[config.mk]
export PLATFORM = sky130hd
export DESIGN_NAME = link_scheduler
export DESIGN_NICKNAME = d
export VERILOG_FILES = /design/src/rtl/link_scheduler.sv
export SDC_FILE = /design/constraint.sdc
export NUM_CORES = 1
export LEC_CHECK = 0
export ABC_CLOCK_PERIOD_IN_PS = 6900
export CORE_MARGIN = 4
export CORE_UTILIZATION = 45
export DETAILED_ROUTE_END_ITERATION = 8
export GPL_ROUTABILITY_DRIVEN = 1
export GPL_TIMING_DRIVEN = 0
export PLACE_DENSITY = 0.68
export SLEW_MARGIN = 20
export SYNTH_ARGS = -nofsm -noshare
export SYNTH_HDL_FRONTEND = slang
export SYNTH_SLANG_ARGS = --single-unit
[constraint.sdc]
create_clock -name i_clk -period 6.9 [get_ports i_clk]
set_input_delay 1.725 -clock i_clk [delete_from_list [all_inputs] [get_ports i_clk]]
set_output_delay 1.725 -clock i_clk [all_outputs]
set_load 0.01 [all_outputs]
[src/rtl/link_scheduler.sv]
// Per-channel IDLE/CONNECTED/LINKED handshake trackers with watchdogs, feeding
// a shared round-robin arbiter that issues one-cycle send strobes.
module link_scheduler #(
   parameter int unsigned NCH         = 4,
   parameter int unsigned TIMEOUT_CYC = 1024,
   parameter int unsigned LINK_EN     = 1
) (
   input  logic                         i_clk,
   input  logic                         i_rst,
   input  logic [NCH-1:0]               i_done,
   input  logic                         i_tmo_clr,
   output logic [NCH-1:0]               o_send,
   output logic [NCH-1:0]               o_link,
   output logic [$clog2(NCH+1)-1:0]     o_link_cnt,
   output logic [NCH-1:0]               o_tmo
);

   localparam int unsigned GW = (NCH > 1) ? $clog2(NCH) : 1;
   localparam int unsigned SW = GW + 1;
   localparam int unsigned CW = $clog2(NCH + 1);
   localparam int unsigned WW = 16;

   typedef enum logic [1:0] {
      ST_IDLE = 2'd0,
      ST_CONN = 2'd1,
      ST_LINK = 2'd2
   } state_t;

   state_t          state_q [NCH];
   state_t          state_d [NCH];
   logic [WW-1:0]   wdog_q  [NCH];
   logic [WW-1:0]   wdog_d  [NCH];
   logic [NCH-1:0]  pend_q;
   logic [NCH-1:0]  pend_d;
   logic [NCH-1:0]  pend_set;
   logic [NCH-1:0]  expire;
   logic [NCH-1:0]  avail;
   logic [NCH-1:0]  grant;
   logic [NCH-1:0]  rot;
   logic [NCH-1:0]  link_d;
   logic [NCH-1:0]  tmo_d;
   logic [GW-1:0]   last_q;
   logic [GW-1:0]   last_d;
   logic [GW-1:0]   gsel;
   logic [SW-1:0]   sh;
   logic [CW-1:0]   cnt_d;
   logic            found;
   int unsigned     off;

   // State register: channel FSMs, watchdogs, request flags, arbiter pointer, outputs
   always_ff @(posedge i_clk) begin
      if (i_rst) begin
         for (int n = 0; n < NCH; n++) begin
            state_q[n] <= ST_IDLE;
            wdog_q[n]  <= '0;
         end
         pend_q     <= '0;
         last_q     <= GW'(NCH - 1);
         o_send     <= '0;
         o_link     <= '0;
         o_link_cnt <= '0;
         o_tmo      <= '0;
      end else begin
         for (int n = 0; n < NCH; n++) begin
            state_q[n] <= state_d[n];
            wdog_q[n]  <= wdog_d[n];
         end
         pend_q     <= pend_d;
         last_q     <= last_d;
         o_send     <= grant;
         o_link     <= link_d;
         o_link_cnt <= cnt_d;
         o_tmo      <= tmo_d;
      end
   end

   // Next-state: channel transitions, watchdog, arbitration and output values
   always_comb begin
      pend_set = '0;
      expire   = '0;
      link_d   = '0;
      cnt_d    = '0;
      found    = 1'b0;
      off      = 0;
      for (int n = 0; n < NCH; n++) begin
         state_d[n] = state_q[n];
         wdog_d[n]  = wdog_q[n];
      end

      for (int n = 0; n < NCH; n++) begin
         case (state_q[n])
            ST_IDLE: begin
               wdog_d[n] = '0;
               if (i_done[n]) begin
                  state_d[n]  = ST_CONN;
                  pend_set[n] = 1'b1;
               end
            end
            ST_CONN, ST_LINK: begin
               // A completion pulse beats a coincident watchdog expiry
               if (i_done[n]) begin
                  state_d[n]  = (state_q[n] == ST_CONN) ? ST_LINK : ST_CONN;
                  pend_set[n] = (state_q[n] == ST_LINK);
                  wdog_d[n]   = '0;
               end else if (wdog_q[n] == WW'(TIMEOUT_CYC - 1)) begin
                  state_d[n] = ST_IDLE;
                  expire[n]  = 1'b1;
                  wdog_d[n]  = '0;
               end else if (wdog_q[n] != '1) begin
                  wdog_d[n] = wdog_q[n] + WW'(1);
               end
            end
            default: begin
               state_d[n] = ST_IDLE;
               wdog_d[n]  = '0;
            end
         endcase
      end

      // Expiring channels drop their request before it can be granted
      avail = pend_q & ~expire;
      sh    = SW'(last_q) + SW'(1);
      rot   = NCH'({avail, avail} >> sh);
      for (int i = 0; i < NCH; i++) begin
         if (!found && rot[i]) begin
            found = 1'b1;
            off   = i;
         end
      end
      gsel   = GW'((32'(sh) + off) % NCH);
      grant  = found ? (NCH'(1) << gsel) : '0;
      last_d = found ? gsel : last_q;
      pend_d = (avail & ~grant) | pend_set;

      tmo_d = (i_tmo_clr ? '0 : o_tmo) | expire;

      for (int n = 0; n < NCH; n++) begin
         link_d[n] = (state_d[n] == ST_LINK) && (LINK_EN != 0);
         cnt_d     = cnt_d + CW'(link_d[n]);
      end
   end

endmodule

==> results.cfg, run 1 <==
[synth]
synth_fp_nets = 610
synth_top_cell_by_area = dfxtp_1
synth_flop_cell = dfxtp_1
synthCells = 579
synth_cell_types = 58
ys_ff_latch = 93
synth_top_cell_area_share = 0.387
syn_area_um2 = 4810
synth-seq-area-share = 0.387
yosysWarnings = 0
synth_edf_count = 0
async_flop_share = 0
synth_area_leaders = dfxtp_1 39%, nor2_1 6.7%, ha_1 6.0%
avgSynthCellArea_um2 = 8.31

[worst_setup_path]
path_class = input pin to flop
cp.depth = 15
crit_start = i_done[1]
max_stage_delay_ns = 0.51
crit_chain = clkdlybuf4s50_1 -> nor2b_1 -> nand4_1 -> o21ai_0 -> clkbuf_1 -> nor3_1 -> o21ai_0 -> o2111ai_1 -> ha_1 -> clkbuf_1 -> nor2b_1 -> or2_2 -> or3_1 -> o211ai_1 -> o21ba_2
crit_buf_inv = 3
worstReg2RegEnd = o_send[0]
r2r_slack_ns = 2.69
crit_family = simple AND/OR/NAND/NOR gates
crit_path_end_kind = flop
start_kind = input pin
worstPathMaxFanout = 10
reg2regPathDepth = 16
cpMaxStageDelayCell = clkdlybuf4s50_1
cp.arrival_ns = 5.38
crit-reg2reg-launch = wdog_q[2][11]
cp.required_ns = 7.23
endpoint = o_send[0]

[global_routing]
grt_pass1_wl_um = 17700
overflow = 0
grt_usage = 0.171
antenna_found_initial = 0
grt_max_degree = 15
grt_pass1_vias = 3883

[sta]
relSlewSlack = 0.425
hold_violations = 0
finalSetupViolations = 0
period_minus_slack_ns = 5.05
fmax_mhz = 198
period_share = 0.732
skew_ns = 0.0172
fin_setup_tns_ns = 0
tightest_slew_ns = 0.855
hold_ws_ns = 0.502
drv_slew = 0
rsz0062_at_grt = false

[clocking]
cts_sinks = 93
cts-resized-gates = 0
cts_tree = done
clk_pin_slew_ns = 0.09
h-tree-depth = 3
cts.hold.buffers_added = 0
cts_buffers = 9
clk-insertion-delay-late_ns = 0.38
clk_path_buf_depth = 2
cts_root_buf = clkbuf_8
post_cts_buffers = 0

[worst_hold_path]
hp-class = flop to flop

[detailed_routing]
drt_iter0_drc = 199
drc = 0
routed_via_density = 5.53
ant_nets = 0
wire_per_inst_um = 13.7
dr.pass1.iters = 7
vias = 4155
detail_route.wirelength_um = 10300

[floorplan]
die-height_um = 111
row_count = 37
die_x_um = 111
initial_core_util = 0.464
io_pins = 22
dieArea_um2 = 12400
core_area_um2 = 10400

[final_layout]
fin_area_um2 = 5390
ff_latch_area_um2 = 1860
area_growth_pct = 11.9
fillCellCount = 1025
n_antenna_cell = 0
multi_input_area_um2 = 2790
final_net_count = 641
final_util = 0.519
drive_above_1_share = 0.0455

[placed_design]
place_area_um2 = 5180
gp_congestion = 0.834
port_buffers = 20
post-dp-hpwl_um = 7470

[pwr]
p_int_uw = 894
p_sw_uw = 428
leakage_uw = 0.00188
power.share.switching = 0.324
comb_power_share = 0.278
powerDensity_nw_per_um2 = 245
power_uw = 1320
clockPowerShare = 0.284
ir_drop_mv = 0.129
seqPwrFrac = 0.438

[flow_run]
max_cap_violations = 0

[outcome]
outcome = completed
[final cells by class]
class / count / share of cell area
Sequential cell: 93 / 0.346
Buffer: 20 / 0.0146
Inverter: 21 / 0.0146
Multi-Input combinational cell: 445 / 0.519
Tap cell: 136 / 0.0316
Timing Repair Buffer: 20 / 0.0372
Clock buffer: 13 / 0.0295
Clock inverter: 3 / 0.00813
[cells by family after synthesis]
logic type,synth area share
compound gates,0.139
xor+xnor,0.0710
fa+ha+maj,0.0660
buf+inv,0.0328
flops,0.387
mux,0.0166
simple gates,0.287
[synthesized netlist by cell type (2+ instances only)]
master,n
a21bo_2,2
nor2_1,86
nand3_1,35
or2_2,5
o211ai_1,2
nor2b_1,9
mux2i_1,8
nor4b_1,2
a21o_1,3
and3_1,10
o2111ai_1,3
or3_1,10
nand2b_1,5
or4_1,5
o21ai_0,20
ha_1,23
dfxtp_1,93
buf_2,3
nor3b_1,2
a21oi_1,33
o31ai_1,4
inv_1,20
nor4_1,10
o31a_1,2
a22oi_1,4
and4b_1,2
a31oi_1,4
a211oi_1,12
nand4_1,26
xor2_1,24
xnor2_1,15
nand2_1,31
a211o_1,2
clkbuf_1,16
and4_1,4
o21ai_1,2
and2_1,5
nor3_1,17
[worst reg2reg max path: stages, from the launching register on]
cell and delay [ns]:
dfxtp_1 0.35, or4_1 0.54, or4_1 0.49, buf_2 0.19
o21ai_4 0.21, buf_2 0.26, nand2_1 0.09, a21oi_1 0.17
nand2_1 0.07, o2111ai_1 0.12, ha_1 0.19, clkbuf_1 0.27
nor2_1 0.14, or2_2 0.33, or3_1 0.31, o211ai_1 0.24
o21ba_2 0.19
[how the worst min path moves through the flow]
stage | startpoint | to | slack, ns | cells past startpoint
2_1_floorplan | wdog_q[2][1] | wdog_q[2][1] | 0.46 | 2
5_1_grt | wdog_q[2][1] | wdog_q[2][1] | 0.53 | 2
3_3_place_gp | wdog_q[0][7] | wdog_q[0][7] | 0.48 | 2
3_5_place_dp | o_tmo[2] | o_tmo[2] | 0.49 | 2
4_1_cts | wdog_q[2][1] | wdog_q[2][1] | 0.50 | 2
6_report | wdog_q[0][7] | wdog_q[0][7] | 0.50 | 2
[metal layers]
layer | routed length (µm) | up-vias | track usage | part of all wire
met5 | 0 | - | 0 | 0
met4 | 178 | 0 | 0.0624 | 0.017
met3 | 372 | 11 | 0.0408 | 0.036
met2 | 4980 | 75 | 0.286 | 0.48
met1 | 4760 | 1934 | 0.215 | 0.46
li1 | - | 2135 | - | -
[layout by cell type, fill, tap and decap left out, types with 5 or more instances in the layout]
cell type / instances
dfxtp_1: 93
nor2_1: 86
nand3_1: 35
a21oi_1: 33
nand2_1: 31
nand4_1: 26
xor2_1: 24
ha_1: 23
o21ai_0: 20
inv_1: 20
clkdlybuf4s50_1: 20
clkbuf_1: 18
nor3_1: 17
xnor2_1: 15
a211oi_1: 12
clkbuf_8: 11
nor4_1: 10
and3_1: 10
or3_1: 10
nor2b_1: 9
mux2i_1: 8
and2_1: 5
or2_2: 5
or4_1: 5
nand2b_1: 5
[registers in the layout (all words and copies together), names as in the netlist]
| signal | cells |
|---|---|
| wdog_q | 64 |
| state_q | 8 |
| o_link | 4 |
| o_send | 4 |
| o_tmo | 4 |
| pend_q | 4 |
| o_link_cnt | 3 |
| last_q | 2 |
[metrics by stage]
step           setup WS (ns)  instances
2_1_floorplan           2.56        579
3_3_place_gp            1.66        735
3_5_place_dp            1.53        735
4_1_cts                 1.94        751
5_1_grt                 1.70        751
6_report                1.85        751
[power by group through the flow]
stage | Combinational, µW | Sequential [µW] | Clock, µW
after detailed placement | 360 | 591 | 0
final | 368 | 579 | 375
after global routing | 404 | 582 | 417
after floorplan | 262 | 593 | 0
after global placement | 351 | 590 | 0
after CTS | 362 | 579 | 391
Note: power is estimated with default switching activity, not from simulation.
==> run 2: changes to the inputs <==
- ABC_CLOCK_PERIOD_IN_PS: 6900 -> 4350
- PLACE_DENSITY: 0.68 -> 0.71
- clock period: 6.9 -> 4.35 ns (I/O delays scaled with it)
==> results.cfg, run 2 (synthesis gave the netlist of run 1 again) <==
[outcome]
outcome = completed

[global_routing]
grt_pass1_vias = 3945
grt_pass1_wl_um = 17300
overflow = 0
grt_usage = 0.161
antenna_found_initial = 0
grt_max_degree = 15

[pwr]
comb_power_share = 0.276
ir_drop_mv = 0.188
p_int_uw = 1460
clockPowerShare = 0.293
seqPwrFrac = 0.431
powerDensity_nw_per_um2 = 395
power.share.switching = 0.316
p_sw_uw = 673
leakage_uw = 0.00188

[worst_setup_path]
crit_path_end_kind = flop
cp.required_ns = 4.64
start_kind = input pin
cp.arrival_ns = 4.37
path_class = input pin to flop
worstPathMaxFanout = 10

[placed_design]
dp.cells = 735
gp_congestion = 0.856
post-dp-hpwl_um = 7360
place_area_um2 = 5180
port_buffers = 20

[clocking]
post_cts_buffers = 0
h-tree-depth = 3
cts_root_buf = clkbuf_8
clk-insertion-delay-late_ns = 0.36
clk_pin_slew_ns = 0.08
cts_buffers = 9
clk_path_buf_depth = 2
cts_tree = done
cts_sinks = 93
cts.hold.buffers_added = 0

[detailed_routing]
drt-met1-wl_um = 4750
dr.pass1.iters = 4
top_layer = met4
routed_via_density = 5.54
detail_route.wirelength_um = 10200
dr_wl_met2_um = 4840
vias = 4153
ant_nets = 0
wl_met3_um = 427
drt_iter0_drc = 226
drc = 0
wire_per_inst_um = 13.6

[sta]
tightest_slew_ns = 0.897
fmax_mhz = 245
drv_slew = 0
period_share = 0.939
skew_ns = 0.0154
hold_violations = 0
hold_ws_ns = 0.492
finalSetupViolations = 0
relSlewSlack = 0.396
rsz0062_at_grt = false
period_minus_slack_ns = 4.08

[final_layout]
layout_commonest_cell = dfxtp_1
ff_latch_area_um2 = 1860
largest_register = wdog_q
multi_input_area_um2 = 2800
area_growth_pct = 12.3
fillCellCount = 992
n_antenna_cell = 0
drive_above_1_share = 0.0506
final_cell_mix = 93 x dfxtp_1, 86 x nor2_1, 35 x nand3_1, 33 x a21oi_1, 31 x nand2_1
largest_register_ffs = 64
stdcell_count = 749
final_net_count = 640
top_regs = wdog_q (64), state_q (8)
fin_area_um2 = 5400

[worst_hold_path]
hp-class = flop to flop

[floorplan]
die_x_um = 111
row_count = 37
io_pins = 22
initial_core_util = 0.464
dieArea_um2 = 12400
core_area_um2 = 10400
die-height_um = 111

[flow_run]
max_cap_violations = 0
run 2: worst paths after layout:
| check | slack (ns) | cells after the start | end | start |
|---|---|---|---|---|
| worst max-delay path | 0.27 | 14 | o_send[0] | i_done[1] |
| worst min-delay path | 0.49 | 2 | o_tmo[2] | o_tmo[2] |
| worst max register to register | 0.28 | 14 | o_send[0] | wdog_q[2][11] |
| worst min register to register | 0.49 | 2 | o_tmo[2] | o_tmo[2] |
run 2: metrics by stage:
step	power, µW	util	TNS [ns]	worst slack [ns]
2_1_floorplan	1360	-	0	0.650
5_1_grt	2240	0.521	0	0.0917
6_report	2130	0.521	0	0.265
3_3_place_gp	1490	0.500	-0.635	-0.278
3_5_place_dp	1510	0.500	-1.15	-0.365
4_1_cts	2130	0.521	0	0.123
run 2: per-layer routing:
metal | track usage | up-vias
met5 | 0 | -
met4 | 0.0430 | 0
met3 | 0.0266 | 13
met2 | 0.280 | 86
met1 | 0.207 | 1919
li1 | - | 2135
run 2: repair_timing:
action | 4_1_cts | 5_1_grt
endpoints found under the setup margin | 1 | 3
gates resized for setup | 1 | 5
endpoints found under the hold margin | 0 | 0
run 2: critical path: stages:
cell	delay [ns]
clkdlybuf4s50_1	0.51
nor2b_2	0.19
nand4_1	0.13
o21ai_1	0.19
clkbuf_4	0.24
nor3_1	0.06
o21ai_0	0.21
o2111ai_1	0.15
ha_1	0.31
nor2b_1	0.20
or2_2	0.35
or3_1	0.31
o211ai_1	0.24
o21ba_2	0.20
run 2: cell type report:
class,instances,share of cell area
sequential,93,0.345
clock inverter,4,0.0134
clock buffer,11,0.0262
inverter,21,0.0146
buffer,19,0.0146
timing repair buffer,20,0.0371
tap,136,0.0315
multi-input combinational,445,0.518
run 2: power by group through the flow:
stage / clock network [µW] / logic [µW] / registers, µW
final: 624 / 589 / 918
after global routing: 676 / 645 / 922
after CTS: 641 / 572 / 918
after detailed placement: 0 / 568 / 938
after global placement: 0 / 557 / 936
after floorplan: 0 / 416 / 941
==> run 3: changes to the inputs <==
- CORE_UTILIZATION: 45 -> 55
- PLACE_DENSITY: 0.71 -> 0.82
- SKIP_CTS_REPAIR_TIMING: unset -> 1
- TNS_END_PERCENT: unset -> 10
==> results.cfg, run 3 (synthesis gave the netlist of run 1 again) <==
[clocking]
clk_path_buf_depth = 2
cts_tree = done
h-tree-depth = 3
cts_root_buf = clkbuf_8
clk_pin_slew_ns = 0.09
clk-insertion-delay-late_ns = 0.37
cts_sinks = 93
cts_buffers = 9

[sta]
hold_violations = 0
skew_ns = 0.0132
period_minus_slack_ns = 4.25
period_share = 0.976
fmax_mhz = 235
relSlewSlack = 0.399
hold_ws_ns = 0.492
finalSetupViolations = 0
rsz0062_at_grt = false
drv_slew = 0
tightest_slew_ns = 0.893
fin_setup_tns_ns = 0

[pwr]
seqPwrFrac = 0.450
leakage_uw = 0.00186
ir_drop_mv = 0.228
p_int_uw = 1340
power.share.switching = 0.341
power_uw = 2040
powerDensity_nw_per_um2 = 383
clockPowerShare = 0.260
p_sw_uw = 697
comb_power_share = 0.290

[worst_hold_path]
hold_end = o_tmo[2]
hp-class = flop to flop
min-delay-start = o_tmo[2]
holdPathStages = 2

[detailed_routing]
routed_via_density = 5.87
drt_iter0_drc = 148
drc = 0
detail_route.wirelength_um = 10100
wire_per_inst_um = 14.0
vias = 4214
dr.pass1.iters = 4
ant_nets = 0

[worst_setup_path]
crit_buf_inv = 2
cp.required_ns = 4.66
cp.arrival_ns = 4.56
cp.depth = 14
reg2regPathDepth = 15
crit_path_end_kind = flop
cpMaxStageDelayCell = clkdlybuf4s50_1
path_common_cell = o21ai_0
r2r_slack_ns = 0.32
crit-reg2reg-launch = wdog_q[2][11]
worstPathMaxFanout = 10
max_stage_delay_ns = 0.51
crit_chain = clkdlybuf4s50_1 -> nor2b_2 -> nand4_1 -> o21ai_0 -> clkbuf_4 -> nor3_1 -> o21ai_0 -> o2111ai_1 -> ha_1 -> nor2b_1 -> or2_2 -> or3_1 -> o211ai_1 -> o21ba_2
start_kind = input pin
path_class = input pin to flop
crit_family = simple AND/OR/NAND/NOR gates
worstReg2RegEnd = o_send[0]

[floorplan]
io_pins = 22
die-height_um = 102
row_count = 33
initial_core_util = 0.574
die_x_um = 102
dieArea_um2 = 10300
core_area_um2 = 8380

[final_layout]
top_regs = wdog_q (64), state_q (8)
largest_register_ffs = 64
fin_area_um2 = 5320
drive_above_1_share = 0.0522
largest_register = wdog_q
fillCellCount = 727
area_growth_pct = 10.6
final_cell_mix = 93 x dfxtp_1, 86 x nor2_1, 35 x nand3_1, 33 x a21oi_1, 31 x nand2_1
layout_commonest_cell = dfxtp_1
final_net_count = 640
final_util = 0.635
n_antenna_cell = 0

[global_routing]
grt_pass1_wl_um = 17400
grt_pass1_vias = 4038
grt_max_degree = 16
antenna_found_initial = 0
overflow = 0
grt_usage = 0.205

[outcome]
outcome = completed

[placed_design]
gp_congestion = 0.919
post-dp-hpwl_um = 7260
place_area_um2 = 5140
port_buffers = 20

[flow_run]
max_cap_violations = 0
[run 3: worst min-delay path: stages (launching register included)]
cell and delay, ns:
dfxtp_1 0.33, a21oi_1 0.06, nor2_1 0.07
[run 3: worst max path at each step]
stage,start,end,slack [ns]
6_report,i_done[1],o_send[0],0.10
5_1_grt,i_done[1],o_send[0],0.00009
4_1_cts,i_done[1],o_send[0],0.005
3_5_place_dp,i_done[1],o_send[0],-0.38
3_3_place_gp,i_done[1],o_send[0],-0.31
2_1_floorplan,i_done[1],o_send[0],0.65
[run 3: per-layer routing]
metal,track usage,part of all wire
met1,0.270,0.47
met2,0.327,0.47
met3,0.0455,0.042
met4,0.0828,0.018
met5,0,0
[run 3: power by group through the flow]
stage / Clock (µW) / Sequential [µW] / Combinational, µW
finish: 531 / 917 / 593
global route: 580 / 925 / 648
CTS: 543 / 917 / 575
detailed placement: 0 / 936 / 571
global placement: 0 / 935 / 556
floorplan: 0 / 941 / 416
[run 3: through the flow]
step,setup WS [ns],cells
6_report,0.104,718
5_1_grt,0.0000853,718
4_1_cts,0.00495,719
3_5_place_dp,-0.380,704
3_3_place_gp,-0.312,704
2_1_floorplan,0.650,579
[run 3: area by class of cell]
class	count	area, µm²	area share
tap	105	131	0.0247
inverter	21	78.8	0.0148
timing repair buffer	20	200	0.0376
buffer	19	78.8	0.0148
clock buffer	10	138	0.0259
sequential	93	1860	0.350
multi-input combinational	445	2800	0.526
clock inverter	5	36.3	0.00682
==> patch, RTL diff (config.mk and constraints of run 2) <==
Set the parameter `LINK_EN` to 0 (it was 1).
--- a/src/rtl/link_scheduler.sv
+++ b/src/rtl/link_scheduler.sv
@@ -3,7 +3,7 @@
 module link_scheduler #(
    parameter int unsigned NCH         = 4,
    parameter int unsigned TIMEOUT_CYC = 1024,
-   parameter int unsigned LINK_EN     = 1
+   parameter int unsigned LINK_EN     = 0
 ) (
    input  logic                         i_clk,
    input  logic                         i_rst,
Formal check against the unedited RTL: not equivalent (Yosys sat finds a counterexample within 4 cycles, from zero or initial values and one cycle with i_rst high).
==> patch against run 2 <==
Final area decreased by 8.6%; worst setup slack improved by 0.044 ns; sequential share of layout area increased by 0.39 points; combinational power decreased by 9.2%; routed wire length decreased by 16%; sequential cell count decreased by 7; core utilization increased by 0.37 points; total power decreased by 8.4%; synthesized area decreased by 8.2%; critical path type unchanged; largest cell class unchanged; highest routed layer unchanged.
==> patch: results (changes against run 2) <==
Route
- **total length of routed met3 wires** 280 microns, -34%
- **wire length on met1** 4170 microns, -12%
- **post-detailed-routing wire length** 8510 microns, -16%
- **WL met2** 3940 microns, -19%
- **first-iteration detailed-routing DRC count** 149, -34%
- **vias after detailed routing** 3699, -11%

Status
- **status** complete, no violations

Placed design
- **DP Worst Slack** -0.0195 ns, +0.346 ns
- **Routability Congestion** 0.816, -4.8%
- **detailed placer's ending HPWL** 6250 microns, -15%

Clock tree
- **number of cells upsized or downsized after cts** 0, -1

Final layout
- **count of filler cells inserted in the layout** 882, -11%
- **Total Nets Final** 590, -7.8%
- **share of layout cells above drive strength 1** 5.82%, +0.76 points

Pwr
- **peak ir drop on the vdd network** 0.000196 V, +4.2%
- **leakage power of the design** 1.71 nW, -9.3%
- **internal portion of total power** 1.33 mW, -9.2%

Global route
- **via count of the first global-routing pass** 3479, -12%
- **GR met2 Demand/Resource** 26.3%, -1.7 points
- **first-pass GRT wire length** 15400 microns, -11%
- **all-layer global routing usage** 16.0%, -0.075 points

Worst setup path
- **critical path fanouts, max** 7, -3
- **Worst path max stage delay** 0.49 ns, -0.02 ns

Synthesis
- **per-instance average area after synthesis** 8.30 sq um, about the same
- **main area contributors after synthesis** sky130_fd_sc_hd__dfxtp_1 39%, sky130_fd_sc_hd__nor2_1 6.7%, sky130_fd_sc_hd__xor2_1 6.1%
- **unique cell type count in the Yosys netlist** 51, -12%
- **most instantiated cells after synthesis** 86 x sky130_fd_sc_hd__dfxtp_1, 79 x sky130_fd_sc_hd__nor2_1, 40 x sky130_fd_sc_hd__nand2_1, 35 x sky130_fd_sc_hd__a21oi_1, 31 x sky130_fd_sc_hd__xor2_1

Timing
- **final worst path period share** 92.9%, -1.0 points
- **Max-slew headroom** 42.5%, +2.9 points

[patch: path summary, 6_finish.rpt]
| path | start | to | slack (ns) | depth (start not counted) |
|---|---|---|---|---|
| worst max-delay path | i_done[0] | pend_q[3] | 0.31 | 12 |
| worst min-delay path | o_tmo[0] | o_tmo[0] | 0.49 | 2 |
| worst max register to register | state_q[0][1] | pend_q[3] | 0.78 | 13 |
| worst min register to register | o_tmo[0] | o_tmo[0] | 0.49 | 2 |
[patch: cell type report]
type	instances	area, sq um	area share (%)
Inverter	23	86.3	1.75
Multi-Input combinational cell	410	2540	51.5
Tap cell	129	161	3.27
Timing Repair Buffer	13	130	2.63
Clock inverter	5	58.8	1.19
Clock buffer	11	141	2.86
Buffer	19	97.6	1.98
Sequential cell	86	1720	34.9
[patch: cells by family after synthesis]
kind of cell    after synthesis  synth area share, %
mux                           4                0.906
buf+inv                      42                 4.16
fa+ha+maj                    21                 5.95
simple gates                254                 29.5
compound gates               76                 10.9
flops                        86                 39.0
xor+xnor                     48                 9.52
other cells                   1               0.0849
[patch: critical path: cells and delay by family]
kind,cells,cell delay [ns]
AOI/OAI and AO/OA,4,1.11
and+or+nand+nor,3,0.79
buffers and inverters,2,0.58
xor gates and xnor gates,2,0.52
adders and majority gates,1,0.23
[patch: power by group through the flow]
| stage | Clock (mW) | Combinational, mW | Sequential (mW) |
|---|---|---|---|
| after CTS | 0.585 | 0.519 | 0.852 |
| after global placement | 0 | 0.501 | 0.869 |
| final | 0.566 | 0.535 | 0.852 |
| after detailed placement | 0 | 0.516 | 0.871 |
| after global routing | 0.618 | 0.598 | 0.857 |
| after floorplan | 0 | 0.403 | 0.868 |
